### config.mk
export PLATFORM = sky130hd
export DESIGN_NAME = pipe_ctrl
export DESIGN_NICKNAME = d
export VERILOG_FILES = /design/src/rtl/pipe_ctrl_pkg.sv /design/src/rtl/pipe_ctrl_down_counter.sv /design/src/rtl/pipe_ctrl.sv
export SDC_FILE = /design/constraint.sdc
export NUM_CORES = 1
export LEC_CHECK = 0
export ABC_AREA = 1
export BUFFER_PORTS_ARGS = -buffer_cell sky130_fd_sc_hd__buf_2
export CORE_ASPECT_RATIO = 1.2
export CORE_UTILIZATION = 40
export CTS_BUF_LIST = sky130_fd_sc_hd__clkbuf_8
export DETAILED_ROUTE_END_ITERATION = 6
export HOLD_SLACK_MARGIN = 0.08
export PLACE_DENSITY = 0.58
export SYNTH_ARGS = -nofsm -noshare
export SYNTH_HDL_FRONTEND = slang
export SYNTH_SLANG_ARGS = --single-unit
### constraint.sdc
create_clock -name clk -period 2.1 [get_ports clk]
set_input_delay 0.42 -clock clk [delete_from_list [all_inputs] [get_ports clk]]
set_output_delay 0.42 -clock clk [all_outputs]
set_load 0.05 [all_outputs]
### src/rtl/pipe_ctrl_pkg.sv
// Shared types and constants for the pipeline sequencer.
// Imported by pipe_ctrl and its down counter.
package pipe_ctrl_pkg;

    typedef enum logic [1:0] {
        RUN,
        MUL_BUSY,
        DRAIN,
        HALTED
    } ctrl_state_t;

    localparam int unsigned MUL_LATENCY_DEF = 4;
    localparam int unsigned CNT_W           = 4;

    // DRAIN runs cnt = 2, 1, 0 -> three bubble cycles before HALTED.
    localparam logic [CNT_W-1:0] DRAIN_LOAD = 4'd2;

endpackage

### src/rtl/pipe_ctrl_down_counter.sv
// Loadable down counter with zero flag.
// Shared by the MUL_BUSY and DRAIN occupancy counts.
module pipe_ctrl_down_counter
    import pipe_ctrl_pkg::*;
#(
    parameter int unsigned W = CNT_W
) (
    input  logic         clk,
    input  logic         rst,
    input  logic         load,
    input  logic [W-1:0] load_val,
    input  logic         dec,
    output logic         zero
);

    logic [W-1:0] cnt;

    always_ff @(posedge clk or negedge rst) begin
        if (!rst) begin
            cnt <= '0;
        end else if (load) begin
            cnt <= load_val;
        end else if (dec && cnt != '0) begin
            cnt <= cnt - 1'b1;
        end
    end

    assign zero = (cnt == '0);

endmodule

### src/rtl/pipe_ctrl.sv
// Central pipeline sequencer: merges mul freeze, branch flush,
// load-use stall and halt into pipeline register controls.
module pipe_ctrl
    import pipe_ctrl_pkg::*;
#(
    parameter int unsigned MUL_LATENCY = MUL_LATENCY_DEF
) (
    input  logic        clk,
    input  logic        rst,
    input  logic        id_valid_inst,
    input  logic        id_load_use,
    input  logic        id_halt_req,
    input  logic        ex_valid_inst,
    input  logic        ex_is_mul,
    input  logic        ex_take_branch,
    output logic        pc_enable,
    output logic        if_id_enable,
    output logic        if_id_flush,
    output logic        id_ex_enable,
    output logic        id_ex_flush,
    output logic        ex_mem_bubble,
    output logic        mul_busy,
    output logic        halted,
    output logic [31:0] stall_cycles
);

    localparam bit MUL_MULTI = (MUL_LATENCY > 1);
    localparam bit MUL_LONG  = (MUL_LATENCY >= 3);
    localparam logic [CNT_W-1:0] MUL_LOAD =
        MUL_LONG ? CNT_W'(MUL_LATENCY - 3) : '0;

    ctrl_state_t      ctrl_state;
    ctrl_state_t      next_state;
    logic             mul_done;
    logic             mul_done_set;
    logic             cnt_load;
    logic [CNT_W-1:0] cnt_load_val;
    logic             cnt_dec;
    logic             cnt_zero;

    logic mul_trig;
    logic ev_mul;
    logic ev_br;
    logic ev_lu;
    logic ev_halt;

    assign mul_trig = ex_valid_inst & ex_is_mul
                    & ~mul_done & MUL_MULTI;

    // One-hot RUN events, highest priority wins.
    assign ev_mul  = mul_trig;
    assign ev_br   = ex_take_branch & ~ev_mul;
    assign ev_lu   = id_load_use & ~ev_mul & ~ex_take_branch;
    assign ev_halt = id_halt_req & id_valid_inst
                   & ~ev_mul & ~ex_take_branch & ~id_load_use;

    pipe_ctrl_down_counter #(
        .W (CNT_W)
    ) u_cnt (
        .clk      (clk),
        .rst      (rst),
        .load     (cnt_load),
        .load_val (cnt_load_val),
        .dec      (cnt_dec),
        .zero     (cnt_zero)
    );

    always_ff @(posedge clk or negedge rst) begin
        if (!rst) begin
            ctrl_state <= RUN;
        end else begin
            ctrl_state <= next_state;
        end
    end

    always_comb begin
        next_state   = ctrl_state;
        cnt_load     = 1'b0;
        cnt_load_val = '0;
        cnt_dec      = 1'b0;
        mul_done_set = 1'b0;
        unique case (ctrl_state)
            RUN: begin
                unique case (1'b1)
                    ev_mul: begin
                        if (MUL_LONG) begin
                            next_state   = MUL_BUSY;
                            cnt_load     = 1'b1;
                            cnt_load_val = MUL_LOAD;
                        end else begin
                            mul_done_set = 1'b1;
                        end
                    end
                    ev_halt: begin
                        next_state   = DRAIN;
                        cnt_load     = 1'b1;
                        cnt_load_val = DRAIN_LOAD;
                    end
                    default: ;
                endcase
            end
            MUL_BUSY: begin
                if (cnt_zero) begin
                    next_state   = RUN;
                    mul_done_set = 1'b1;
                end else begin
                    cnt_dec = 1'b1;
                end
            end
            DRAIN: begin
                if (cnt_zero) begin
                    next_state = HALTED;
                end else begin
                    cnt_dec = 1'b1;
                end
            end
            HALTED: ;
            default: next_state = RUN;
        endcase
    end

    always_comb begin
        pc_enable     = 1'b1;
        if_id_enable  = 1'b1;
        id_ex_enable  = 1'b1;
        if_id_flush   = 1'b0;
        id_ex_flush   = 1'b0;
        ex_mem_bubble = 1'b0;
        if (!rst) begin
            pc_enable     = 1'b0;
            if_id_enable  = 1'b0;
            id_ex_enable  = 1'b0;
            if_id_flush   = 1'b1;
            id_ex_flush   = 1'b1;
            ex_mem_bubble = 1'b1;
        end else begin
            unique case (ctrl_state)
                RUN: begin
                    unique case (1'b1)
                        ev_mul: begin
                            pc_enable     = 1'b0;
                            if_id_enable  = 1'b0;
                            id_ex_enable  = 1'b0;
                            ex_mem_bubble = 1'b1;
                        end
                        ev_br: begin
                            if_id_flush = 1'b1;
                            id_ex_flush = 1'b1;
                        end
                        ev_lu: begin
                            pc_enable    = 1'b0;
                            if_id_enable = 1'b0;
                            id_ex_flush  = 1'b1;
                        end
                        ev_halt: begin
                            pc_enable    = 1'b0;
                            if_id_enable = 1'b0;
                        end
                        default: ;
                    endcase
                end
                MUL_BUSY: begin
                    pc_enable     = 1'b0;
                    if_id_enable  = 1'b0;
                    id_ex_enable  = 1'b0;
                    ex_mem_bubble = 1'b1;
                end
                DRAIN: begin
                    pc_enable    = 1'b0;
                    if_id_enable = 1'b0;
                    id_ex_flush  = 1'b1;
                end
                HALTED: begin
                    pc_enable    = 1'b0;
                    if_id_enable = 1'b0;
                    id_ex_enable = 1'b0;
                end
                default: ;
            endcase
        end
    end

    // The mul advances on its last cycle, re-arming the trigger.
    always_ff @(posedge clk or negedge rst) begin
        if (!rst) begin
            mul_done <= 1'b0;
        end else if (mul_done_set) begin
            mul_done <= 1'b1;
        end else if (id_ex_enable) begin
            mul_done <= 1'b0;
        end
    end

    always_ff @(posedge clk or negedge rst) begin
        if (!rst) begin
            stall_cycles <= '0;
        end else if (!pc_enable &&
                     (ctrl_state == RUN || ctrl_state == MUL_BUSY)) begin
            stall_cycles <= stall_cycles + 32'd1;
        end
    end

    assign mul_busy = (ctrl_state == MUL_BUSY);
    assign halted   = (ctrl_state == HALTED);

endmodule
Yosys cells after proc, flatten, opt, wreduce, memory -nomap -nowiden
Cells that the tools add are included.

Register bits after elaboration: 39. ROM bits: 0. Word-level logic and storage cells: 73. Input bits: 8. Bits in writable memories: 0. Memories kept: 0. Bits in latches: 0.

Multipliers: 0. Reduce and logical (&&, ||, !) cells: 17. Bitwise logic cells: 13. Shifts and indexed selects: 0. Eq/ne operators: 6. Magnitude comparators: 0. Divide/modulo/power cells: 0. Add/sub/neg operators: 2. Mux-type cells: 31.

Operator list (count): 32-bit by 1-bit adder with 32-bit output, second input constant (1); 1-bit two-way mux (19); 4-bit two-way mux (3); 1-bit bitwise AND (9); 1-bit case mux with 2 select lines (4); 2-bit case mux with 2 select lines (2); 2-bit OR reduction (4); 2-bit case mux with 3 select lines (1); 3-bit OR reduction (2); 2-bit equality test, second input constant (2); 4-bit logical NOT (1); 2-bit two-way mux (2); 1-bit NOT (4); 4-bit AND reduction (1); 2-bit nonzero test (2); 4-bit nonzero test (1); 4-bit by 1-bit subtractor with 4-bit output, second input constant (1); 3-bit != test, second input constant (1); 3-bit nonzero test (1); 2-bit by 1-bit equality test with 1-bit output, second input constant (1); 1-bit logical AND (2); 2-bit logical NOT (1); 2-bit by 1-bit != test with 1-bit output, second input constant (1); 2-bit != test, second input constant (1); other kinds (2) (2).

Depth between registers and ports, before layout
Depth after elaboration: 12. Gate-level depth with buffers: 10. Gate-level depth less buffers: 10.

Hierarchy
From an unflattened synthesis, not the netlist that was laid out.

Cells, all modules: 425. Area total of the unflattened synthesis: 2796.4 µm².

Modules (own cells, without submodules): pipe_ctrl (area an instance 2501.1 µm², times used 1, cells an instance 379); pipe_ctrl_down_counter (area an instance 295.3 µm², times used 1, cells an instance 46).

Least setup slack after synthesis
Ideal clock, no wire load.

Path kind: reg2out. From: register ctrl_state[0]. To: output id_ex_flush. Stages on the path, launching flop included: 5. Data arrival time: 2.731 ns. Path buffers: 0. Path slack: -1.051 ns. Path through: dfrtp_1 inv_1 ha_1 inv_1 o311ai_0.

Word-level cells in the longest chain between the ends: 3. Elaborated cells on any way between the ends: 4.

Ends and longest elaborated chain: start, declared (RTL line pipe_ctrl.sv:32) `ctrl_state_t ctrl_state;`; start signal, assigned (RTL line pipe_ctrl.sv:72) `ctrl_state <= next_state;`; 2-bit equality test or 2-bit logical NOT (tied branches) (RTL line pipe_ctrl.sv:137) `unique case (ctrl_state)`; 1-bit case mux with 2 select lines (*) (RTL line pipe_ctrl.sv:137); 1-bit two-way mux (*) (RTL line pipe_ctrl.sv:129) `if (!rst) begin`; end, declared (RTL line pipe_ctrl.sv:20) `output logic id_ex_flush,`.

Mark *: on every way between the ends. The rest lies on a longest branch, timed or not.

Final worst setup path
From: register ctrl_state[0]. To: output ex_mem_bubble.

Word-level cells in the longest chain between the ends: 3. Elaborated cells on any way between the ends: 4.

Ends and longest elaborated chain: 2-bit by 1-bit equality test with 1-bit output or 2-bit logical NOT (tied branches) (RTL line pipe_ctrl.sv:137); 1-bit case mux with 2 select lines (*) (RTL line pipe_ctrl.sv:137); 1-bit two-way mux (*) (RTL line pipe_ctrl.sv:129); end, declared (RTL line pipe_ctrl.sv:21) `output logic ex_mem_bubble,`.

Marks and branches as above.

==> summary.md <==
| Metric | Value |
|---|---|
| Status | completed |
| Final min period | 2.02 ns |
| Hold Vio Cnt, Final | 0 |
| Root buffer cell | clkbuf_8 |
| Fin crit share | 96.2% |
| Async SR Flop Fraction | 100% |
| Cell count after synthesis | 382 |
| Post-route ant nets | 0 |
| P_leak | 1.64 nW |
| Max stage delay on crit path | 0.42 ns |
| Vias in the first global route | 2473 |
| Setup violations, final | 0 |
| Most common cell in the netlist | nand2_1 |
| H-tree depth | 2 |
| CTS tree | built |
| Grt total ovfl | 0 |
| Initial antenna violation count | 0 |
| # rows | 32 |
| Area Overhead vs Synth | 17.7% |
| Vias per Instance | 4.74 |
| CTS Buffer Depth | 2 |
| Hold Slack | 0.200 ns |
| Die boundary height | 92.1 um |
| Main synth FF type | dfrtp_1 |
| Largest net degree at the start of global routing | 28 |
| Nets | 452 |
| DRC violation count after routing | 0 |
| Clock Skews | 0.0111 ns |
| Initial DRC count | 92 |
| CP required | 1.68 ns |
| Netlist cell types | 33 |
| Most frequent cells after synthesis | nand2_1 (145), nor2_1 (49), dfrtp_1 (39), inv_1 (39), nand3_1 (21) |
| I/O Buffers | 47 |
| RD Place Congestion | 0.848 |
| Layout cell share with drive strength beyond 1 | 23.3% |
| Total chip power | 1.31 mW |
| Worst path top cell family by delay | buffers and inverters |
| CP cell instances | inv_2, ha_2, inv_2, o211ai_1, buf_2 |
| Yosys warning total | 0 |
| VDD IR-drop max | 0.000245 V |
| Total number of vias | 2478 |
| Crit path kind | reg -> out |
| Clock sinks | 39 |
| Final Max Tran Viols | 0 |
| Die width | 77.1 um |
| Slowest CP cell | dfrtp_1 |
| Ports | 48 |
| Most common cell on crit path | inv_2 |
| Reg-to-reg critical path endpoint | stall_cycles[3] |
| Synth Cell Area | 0.00271 mm2 |
| First-pass GRT wire length | 11500 um |
| Routed wire per std cell | 12.6 um |
| Crit path max fanout | 5 |
| Reg-to-reg critical path startpoint | ctrl_state[0] |
| Setup TNS | 0 ns |
| Slew margin rel. | 73.4% |
| Critical Path Sink Type | output port |
| Post-synth top area share | 36.1% |
| Tot GR Track Use | 20.6% |
| Worst-Margin Slew | 0.399 ns |
| Max cap viols | 0 |
| Number of synthesized flops with an enable pin | 0 |
| Diode count | 0 |
| Worst Hold Class | in -> async |
| First-pass DRT Iterations | 5 |
| Worst Reg-to-Reg Cells | 8 |
| Worst EP arrival | 1.60 ns |
| R2R setup slack | 0.28 ns |
| Post-synthesis register bit count | 39 |
| Initial core utilization | 41.7% |
| Max Clk Rate | 0.495 GHz |
| Final HPWL DP | 5090 um |
| Area contributors post-synth | dfrtp_1 (36%), nand2_1 (20%), nor2_1 (6.8%), inv_1 (5.4%), xor2_1 (4.2%) |
| Unrepaired setup endpoints after global routing | false |
| Post-Route WL | 6610 um |
| Core ar. | 0.00649 mm2 |
| Startpoint types | flip-flop |
| Pwr dens | 410 mW/mm2 |
| Total CTS buffers | 5 |
| Die area | 0.00710 mm2 |
| Clock Latency Late Sink | 0.30 ns |
| Area leader, netlist | dfrtp_1 |
| Reg clk slew, reported paths | 0.08 ns |
| Filler Cell Count | 678 |
| Sequential share of the synthesized area | 36.1% |
| Post-Syn Nets | 397 |
| Buf+Inv Stages, Crit Path | 3 |
| Post-synthesis average cell area | 7.08 um2 |
[worst reg2reg max path, stage by stage, from the launching register on]
cell and delay (ns):
dfrtp_1 0.40, inv_2 0.08, ha_2 0.22, buf_4 0.15, nor2_4 0.18, inv_1 0.10
nand2_4 0.33, nor2_1 0.10, xor2_1 0.15
[metrics by stage]
stage / cell area (um2) / instances / util [%] / setup WS, ns
global placement: 3060 / 513 / 47.2 / 0.242
CTS: 3170 / 522 / 48.8 / 0.00196
global route: 3190 / 523 / 49.1 / 0.00265
floorplan: 2730 / 382 / - / -0.0210
detailed placement: 3060 / 513 / 47.2 / 0.216
finish: 3190 / 523 / 49.1 / 0.0803
[cells by family (layout without fill, tap and decap cells)]
logic type,count (synthesis),in the layout,share of synthesized area (%)
AO/OA/AOI/OAI,20,20,4.39
flip-flops,39,39,36.1
adder cells (fa/ha/maj),7,7,3.24
AND/OR/NAND/NOR,255,255,43.7
buffers and inverters,45,101,7.12
XOR/XNOR,16,16,5.46
[cell usage in the layout (no fill, tap or decap), types with 3 or more instances in the layout]
master	Yosys	layout
dfrtp_1	39	39
buf_4	1	8
inv_2	0	3
o21ai_0	7	7
inv_1	39	38
nand3b_1	3	3
nor2_1	49	48
xor2_1	13	13
clkbuf_8	0	5
a21oi_1	6	5
nand2_1	145	145
ha_1	7	5
nor2_8	3	3
nand3_1	21	21
buf_2	1	42
nand2_2	7	7
nor2_2	9	10
nor2_4	7	7
nand4_1	3	3
[timing repair]
item / in CTS / in global routing
hold buffers: 1 / 0
pin swaps: 0 / 2
buffers inserted: 0 / 1
setup endpoints to repair: 6 / 6
hold endpoints to repair: 4 / 0
gates resized for setup: 8 / 8
[worst max-delay path by stage]
stage | start | to | depth (start not counted)
finish | ctrl_state[0] | ex_mem_bubble | 5
global route | ctrl_state[0] | ex_mem_bubble | 5
CTS | ctrl_state[0] | pc_enable | 5
detailed placement | ctrl_state[0] | id_ex_enable | 6
global placement | ctrl_state[1] | id_ex_enable | 6
floorplan | ctrl_state[0] | id_ex_flush | 4
[where the power goes]
group	internal, mW	switching, mW
clock network	0.224	0.275
registers	0.750	0
logic	0.0166	0.0392
[state kept, by name (all words and copies together), names as in the netlist]
| name | cells |
|---|---|
| mul_done | 1 |
| u_cnt.cnt | 4 |
| ctrl_state | 2 |
| stall_cycles | 32 |
[cell type report]
class | instances | area [um2] | share of cell area [%]
repair buffers | 52 | 292 | 9.15
clock buffers | 5 | 68.8 | 2.16
clock inverters | 3 | 12.5 | 0.393
inverters | 41 | 158 | 4.95
well taps | 85 | 106 | 3.34
flip-flops and latches | 39 | 976 | 30.6
multi-input cells | 298 | 1570 | 49.4
[layer usage]
metal,part of all wire (%),track usage (%)
met5,0,0
met1,46,25.0
met4,1.7,8.02
met2,49,35.9
met3,3.1,3.78
Power figures use the tool's default switching activity.
